## config.mk

```make
export PLATFORM = sky130hd
export DESIGN_NAME = sevenseg_scan
export DESIGN_NICKNAME = d
export VERILOG_FILES = /design/src/rtl/sevenseg_scan.sv
export SDC_FILE = /design/constraint.sdc
export NUM_CORES = 1
export LEC_CHECK = 0
export ABC_AREA = 1
export CAP_MARGIN = 20
export CORE_MARGIN = 4
export CORE_UTILIZATION = 48
export DETAILED_ROUTE_END_ITERATION = 8
export PLACE_DENSITY = 0.71
export SLEW_MARGIN = 20
export SYNTH_ARGS = -nofsm -noshare
export SYNTH_HDL_FRONTEND = slang
export SYNTH_SLANG_ARGS = --single-unit
```

## constraint.sdc

```tcl
create_clock -name clk -period 2 [get_ports clk]
set_clock_uncertainty 0.05 [all_clocks]
set_input_delay 0.5 -clock clk [delete_from_list [all_inputs] [get_ports clk]]
set_output_delay 0.5 -clock clk [all_outputs]
set_load 0.02 [all_outputs]
```

## src/rtl/sevenseg_scan.sv

```systemverilog
// Multiplexed seven-segment scanner with tear-free frame snapshot,
// leading-zero blanking, dead-cycle anti-ghosting and pin polarity.
module sevenseg_scan #(
  parameter int unsigned DIGITS         = 4,
  parameter int unsigned REFRESH_DIV    = 1024,
  parameter bit          SEG_ACTIVE_LOW = 1'b0,
  parameter bit          SEL_ACTIVE_LOW = 1'b1
) (
  input  logic                  clk,
  input  logic                  rst_n,
  input  logic [4*DIGITS-1:0]   data,
  input  logic [DIGITS-1:0]     dp_in,
  input  logic                  blank_lz,
  input  logic                  enable,
  output logic [7:0]            LED,
  output logic [DIGITS-1:0]     selector,
  output logic                  frame_done
);

  localparam int unsigned CW = $clog2(REFRESH_DIV);
  localparam int unsigned IW =
    (DIGITS > 1) ? $clog2(DIGITS) : 1;

  localparam logic [CW-1:0] CNT_MAX = CW'(REFRESH_DIV - 1);
  localparam logic [IW-1:0] IDX_MAX = IW'(DIGITS - 1);

  localparam logic [7:0] LED_OFF =
    SEG_ACTIVE_LOW ? 8'hFF : 8'h00;
  localparam logic [DIGITS-1:0] SEL_OFF =
    SEL_ACTIVE_LOW ? {DIGITS{1'b1}} : {DIGITS{1'b0}};

  logic [CW-1:0]         cnt_q, cnt_d;
  logic [IW-1:0]         idx_q, idx_d;
  logic [4*DIGITS-1:0]   shadow_data_q, shadow_data_d;
  logic [DIGITS-1:0]     shadow_dp_q, shadow_dp_d;
  logic                  load_pending_q, load_pending_d;
  logic [7:0]            led_q, led_d;
  logic [DIGITS-1:0]     sel_q, sel_d;
  logic                  frame_done_q, frame_done_d;

  logic                  cnt_wrap;
  logic                  frame_end;
  logic                  load;

  logic [DIGITS-1:0]     blank;
  logic                  zero_above;
  logic [3:0]            nib;
  logic                  dp_bit;
  logic                  blank_cur;
  logic [7:0]            dec;
  logic [7:0]            seg;
  logic                  lit;
  logic [7:0]            led_raw;
  logic [DIGITS-1:0]     onehot;

  function automatic logic [7:0] seg7(input logic [3:0] n);
    logic [7:0] s;
    s = 8'h00;
    unique case (n)
      4'h0: s = 8'b1111_1100;
      4'h1: s = 8'b0110_0000;
      4'h2: s = 8'b1101_1010;
      4'h3: s = 8'b1111_0010;
      4'h4: s = 8'b0110_0110;
      4'h5: s = 8'b1011_0110;
      4'h6: s = 8'b1011_1110;
      4'h7: s = 8'b1110_0000;
      4'h8: s = 8'b1111_1110;
      4'h9: s = 8'b1111_0110;
      4'hA: s = 8'b1110_1110;
      4'hB: s = 8'b0011_1110;
      4'hC: s = 8'b0001_1010;
      4'hD: s = 8'b0111_1010;
      4'hE: s = 8'b1001_1110;
      4'hF: s = 8'b1000_1110;
      default: s = 8'h00;
    endcase
    return s;
  endfunction

  // Slot/digit counters and frame snapshot
  always_comb begin
    cnt_wrap       = (cnt_q == CNT_MAX);
    frame_end      = cnt_wrap && (idx_q == IDX_MAX);
    load           = load_pending_q || frame_end;

    cnt_d          = cnt_wrap ? '0 : cnt_q + 1'b1;
    idx_d          = idx_q;
    if (cnt_wrap) begin
      idx_d = (idx_q == IDX_MAX) ? '0 : idx_q + 1'b1;
    end

    shadow_data_d  = shadow_data_q;
    shadow_dp_d    = shadow_dp_q;
    if (load) begin
      shadow_data_d = data;
      shadow_dp_d   = dp_in;
    end

    load_pending_d = 1'b0;
    frame_done_d   = load;
  end

  // Zero run scanned from the most significant digit downwards
  always_comb begin
    blank      = '0;
    zero_above = 1'b1;
    for (int i = DIGITS - 1; i >= 0; i--) begin
      zero_above = zero_above &
        (shadow_data_q[4*i +: 4] == 4'h0);
      blank[i]   = blank_lz & zero_above & (i != 0);
    end
  end

  always_comb begin
    nib       = 4'h0;
    dp_bit    = 1'b0;
    blank_cur = 1'b0;
    for (int i = 0; i < DIGITS; i++) begin
      if (idx_q == IW'(i)) begin
        nib       = shadow_data_q[4*i +: 4];
        dp_bit    = shadow_dp_q[i];
        blank_cur = blank[i];
      end
    end
  end

  // cnt == 0 is the dead cycle between digits
  always_comb begin
    dec     = seg7(nib);
    seg     = {blank_cur ? 7'h00 : dec[7:1], dp_bit};
    lit     = enable && (cnt_q != '0);
    led_raw = lit ? seg : 8'h00;
    led_d   = SEG_ACTIVE_LOW ? ~led_raw : led_raw;

    onehot  = '0;
    for (int i = 0; i < DIGITS; i++) begin
      onehot[i] = lit && (idx_q == IW'(i));
    end
    sel_d   = SEL_ACTIVE_LOW ? ~onehot : onehot;
  end

  always_ff @(posedge clk or negedge rst_n) begin
    if (!rst_n) begin
      cnt_q          <= '0;
      idx_q          <= '0;
      shadow_data_q  <= '0;
      shadow_dp_q    <= '0;
      load_pending_q <= 1'b1;
      led_q          <= LED_OFF;
      sel_q          <= SEL_OFF;
      frame_done_q   <= 1'b0;
    end else begin
      cnt_q          <= cnt_d;
      idx_q          <= idx_d;
      shadow_data_q  <= shadow_data_d;
      shadow_dp_q    <= shadow_dp_d;
      load_pending_q <= load_pending_d;
      led_q          <= led_d;
      sel_q          <= sel_d;
      frame_done_q   <= frame_done_d;
    end
  end

  assign LED        = led_q;
  assign selector   = sel_q;
  assign frame_done = frame_done_q;

endmodule

```

==> results.toml <==
[worst_setup_path]
worst-path-buf-inv = 1
critPathArrivalTime_ns = 1.41
crit_chain = "clkdlybuf4s50_1"
cpMaxStageDelayCell = "clkdlybuf4s50_1"
end_kind = "output pin"
crit_fanout = 1
critical_path.max_stage_delay_ns = 0.59
crit_type = "reg -> out"
worstPathRequired_ns = 1.45
crit_family = "buffers and inverters"
crit_path_start_kind = "flip-flop"

[sta]
period_share_pct = 97.9
finalCriticalPeriod_ns = 1.96
drv_slew = 0
max_freq_ghz = 0.511
finalHoldViolCount = 0
finalSetupViolCount = 0

[routing]
num_vias = 2032
wire_per_inst_um = 12.3
dr.pass1.iters = 4
drc = 0
wl_um = 5170
via_per_inst = 4.85
drtIter0Drc = 129
drtAntennaViolNets = 0

[cts]
cts_made_buffers = 5
hold_buffers = 0
worst_skew_pair.late_latency_ns = 0.30
cts-root-buf = "clkbuf_8"
cts_max_level = 2
clkSinkCount = 46
path_clk_slew_ns = 0.09
cts_tree = "built"
clk_path_buf_depth = 2

[grt]
grtUsageTotal_pct = 17.3
grt_overflow = 0
grt_max_degree = 28
grt_pass1_wl_um = 8510
antenna_found_initial = 0
grt_pass1_vias = 1872

[layout]
finalInstanceArea_mm2 = 0.00310
final_layout_size_suffix_gt1_share_pct = 15.9
final_common_cell = "nand2_1"
instances_no_fill = 419
fillers = 407
n_antenna_cell = 0
multi_input_area_mm2 = 0.00118
syn2layout_area_growth_pct = 29.3
regArea_mm2 = 0.00116
final_cell_mix = "nand2_1 (96), nand3_1 (43), dfrtp_1 (39)"
nets = 387

[yosys]
synth_top_area_share_pct = 42.7
syn_area_mm2 = 0.00240
syn_nets = 340
synth_top_area_cell = "dfrtp_1"
synth_cell_type_count = 29
netlist_instances = 304
ys_top_cells_by_area = "dfrtp_1 (43%), nand2_1 (15%), nand3_1 (9.4%)"
ys_warn_count = 0
ys_seq_area_share_pct = 48.2
synth.avg_cell_area_um2 = 7.90
synth-seq-cells = 46

[power]
power.density_mw_per_mm2 = 616
power_mw = 1.91
irDropWorstVdd_uv = 340
leakage_nw = 1.52

[hold_path]
hold_path.class = "in -> async"

[place]
place_congestion = 0.893
io_buffers = 36
dpl.hpwl_um = 3740
dpl_cell_area_mm2 = 0.00288
dpl.cell_count = 409

[die]
die_x_um = 78.7
num_io_pins = 37
rows = 25
coreArea_mm2 = 0.00479
die_h_um = 78.7
start_util_pct = 50.2
die_area_mm2 = 0.00620

[run]
drv_cap = 0

[run_status]
outcome = "completed"
==> final cells by class <==
class	count	area share, %
repair buffers	49	15.2
clock buffers	6	2.34
multi-input cells	217	38.0
clock inverters	2	0.443
flip-flops and latches	46	37.4
well taps	67	2.70
inverters	32	3.95
==> worst paths after layout <==
| path | startpoint | endpoint | slack, ns | depth (start not counted) |
|---|---|---|---|---|
| setup / recovery | selector[2]$_DFF_PN1_ | selector[2] | 0.04 | 1 |
| hold / removal | rst_n | cnt_q[4]$_DFF_PN0_ | 0.09 | 1 |
| setup reg to reg | idx_q[1]$_DFFE_PN0N_ | LED[7]$_DFF_PN0_ | 0.10 | 12 |
| hold reg to reg | shadow_data_q[0]$_DFFE_PN0P_ | shadow_data_q[0]$_DFFE_PN0P_ | 0.46 | 2 |
| max in group asynchronous | rst_n | load_pending_q$_DFF_PN1_ | 1.25 | 2 |
| min in group clk | shadow_data_q[0]$_DFFE_PN0P_ | shadow_data_q[0]$_DFFE_PN0P_ | 0.46 | 2 |
==> logic make-up (layout without fill, tap and decap cells) <==
group | count (synthesis) | after routing | share of synthesized area (%)
AOI/OAI and AO/OA | 19 | 19 | 4.17
xor gates and xnor gates | 2 | 2 | 0.730
adders and majority gates | 12 | 12 | 6.25
buffers and inverters | 41 | 89 | 7.50
DFF | 46 | 46 | 48.2
other | 1 | 1 | 0.156
and+or+nand+nor | 183 | 183 | 33.0
==> repair_timing <==
action,4_1_cts,5_1_grt
pin swaps,0,2
cloned,0,0
setup endpoints to repair,5,8
buffers inserted,0,2
resized for setup,4,27
hold endpoints to repair,0,0
==> Yosys cell counts, drive strengths merged <==
| cell | instances |
|---|---|
| xor2 | 1 |
| nand3 | 46 |
| nand4 | 2 |
| dfrtp | 41 |
| ha | 12 |
| nand2 | 102 |
| o21ai | 6 |
| xnor2 | 1 |
| a21oi | 11 |
| conb | 1 |
| and2 | 1 |
| buf | 9 |
| clkinv | 2 |
| dfstp | 5 |
| a21boi | 1 |
| nor3 | 3 |
| inv | 30 |
| o31ai | 1 |
| nor2 | 29 |
==> flip-flops by register name (all words and copies together), names as in the netlist <==
signal / cells
shadow_data_q: 16
cnt_q: 10
LED: 8
selector: 4
shadow_dp_q: 4
idx_q: 2
frame_done: 1
load_pending_q: 1
==> layer usage <==
metal	up-vias	track usage (%)	part of all wire, %
met5	-	0	0
met3	7	3.29	3.6
met1	931	22.1	47
li1	1046	-	-
met2	48	28.9	48
met4	0	6.82	1.8
==> power breakdown <==
group	switching (mW)	internal, mW
logic	0.176	0.152
registers	0.0346	0.987
clock network	0.316	0.247
total	0.527	1.39
==> per-stage QoR <==
step / hold slack (ns) / worst slack [ns] / setup TNS [ns] / util [%]
2_1_floorplan: 0.154 / 0.0626 / 0 / -
4_1_cts: 0.0989 / 0.00399 / 0 / 62.1
6_report: 0.0891 / 0.0420 / 0 / 64.9
3_5_place_dp: 0.426 / -0.0296 / -0.0922 / 60.1
5_1_grt: 0.116 / -0.0345 / -0.0799 / 64.9
3_3_place_gp: 0.431 / 0.0152 / 0 / 60.1
No activity file was read; power rests on OpenSTA's default activity.
==> patch, RTL diff (same settings) <==
Set the parameter `SEL_ACTIVE_LOW` to 1'b0 (it was 1'b1).
--- a/src/rtl/sevenseg_scan.sv
+++ b/src/rtl/sevenseg_scan.sv
@@ -4,7 +4,7 @@
   parameter int unsigned DIGITS         = 4,
   parameter int unsigned REFRESH_DIV    = 1024,
   parameter bit          SEG_ACTIVE_LOW = 1'b0,
-  parameter bit          SEL_ACTIVE_LOW = 1'b1
+  parameter bit          SEL_ACTIVE_LOW = 1'b0
 ) (
   input  logic                  clk,
   input  logic                  rst_n,
Behaviour: not the same (Yosys sat finds a counterexample within 4 cycles, from zero or initial values and one cycle with rst_n low).
==> patch against the original RTL <==
Count of clock-buffer cells in the layout decreased by 1; area after synthesis increased by 1.9%; sequential power about the same; cell area increased by 2.4%; sequential cell count unchanged; routed wire length decreased by 3.9%; total power increased by 7.0%; worst setup slack improved by 45 ps; highest routed layer unchanged.
==> patch: results (changes against the original RTL) <==
Internal power: 1.51 mW (+8.8%)
WL met2: 2360 um (-4.6%)
Syn_nets: 338 (-0.59%)
Tot GR Track Use: 0.167 (-0.00570)
Per-cell routed wire length: 11.8 um (-4.2%)
Pre-CTS setup slack: -20.0 ps (+9.54 ps)
Layout cells sized above 1: 0.176 (+0.0165)
CTS resizes: 2 (-2)
Slowest-stage cell, CP: dfrtp_1
Sequential cell area fraction in the yosys report: 0.471 (-0.0109)
Dominant cells by area after synthesis: dfrtp_1, nand2_1, nand3_1
Clock power share: 0.340 (+0.046)
GR Util met2: 0.274 (-0.0159)
GR Layer Usage met3: 0.0384 (+0.00549)
Met1 usage: 0.224 (+0.00334)
Post-synth top cells: nand2_1, dfrtp_1, nand3_1, inv_1, nor2_1
Area after DPL: 0.00291 mm2 (+1.3%)
Fraction of area in multi-input gates: 0.380 (about the same)
Synth cell types: 24 (-17%)
Fillers: 415 (+2.0%)
Register Area: 0.00115 mm2 (-0.54%)
Reg power frac: 0.497 (-0.037)
Count of multi-input gates: 211 (-2.8%)
Placer Congestion: 0.845 (-5.4%)
Met1 WL: 2330 um (-3.3%)
Detailed Place HPWL: 3750 um (+0.33%)
Invs w/o clock: 40 (+25%)
VDD IR max: 0.000377 V (+11%)
CP peak stage delay: 440 ps (-150 ps)
Status: completed
Top delay family on crit path: simple AND/OR/NAND/NOR gates
WL met3: 223 um (+21%)
Final clock-cell share: 0.0358 (+0.00800)
Placed instance count: 408 (-0.24%)
Fin area: 0.00318 mm2 (+2.4%)
Crit Path Max Fanout: 7 (+6)
Layout non-clock buf frac: 0.145 (-0.00674)
Initial DRC Count: 89 (-31%)
First-pass GRT wire length: 8360 um (-1.9%)
[patch: cell count changes in the layout (fill, tap and decap cells not counted), sizes merged, moves of 2 or more]
cell and change:
clkinv -4, clkinvlp +2, dfrtp +4, dfstp -4
inv +10, nand2 -7, nand3 -5, o21ai +9
xor2 +2
[patch: cells by family (layout without fill, tap and decap cells)]
logic type,count (synthesis),in the layout,synth area share
compound gates,25,25,0.0512
xor+xnor,3,3,0.0107
fa+ha+maj,12,12,0.0614
buf+inv,45,96,0.0798
flops,46,46,0.471
other cells,1,1,0.00153
simple gates,170,170,0.324
[patch: worst paths after layout]
| check | end | slack, ps | cells past startpoint |
|---|---|---|---|
| worst max-delay path | LED[7] | 90 | 14 |
| max in group asynchronous | load_pending_q | 1240 | 2 |
| worst max register to register | LED[7] | 90 | 14 |
| worst min-delay path | selector[3] | 100 | 1 |
| min in group clk | shadow_dp_q[1] | 480 | 2 |
| worst min register to register | shadow_dp_q[1] | 480 | 2 |
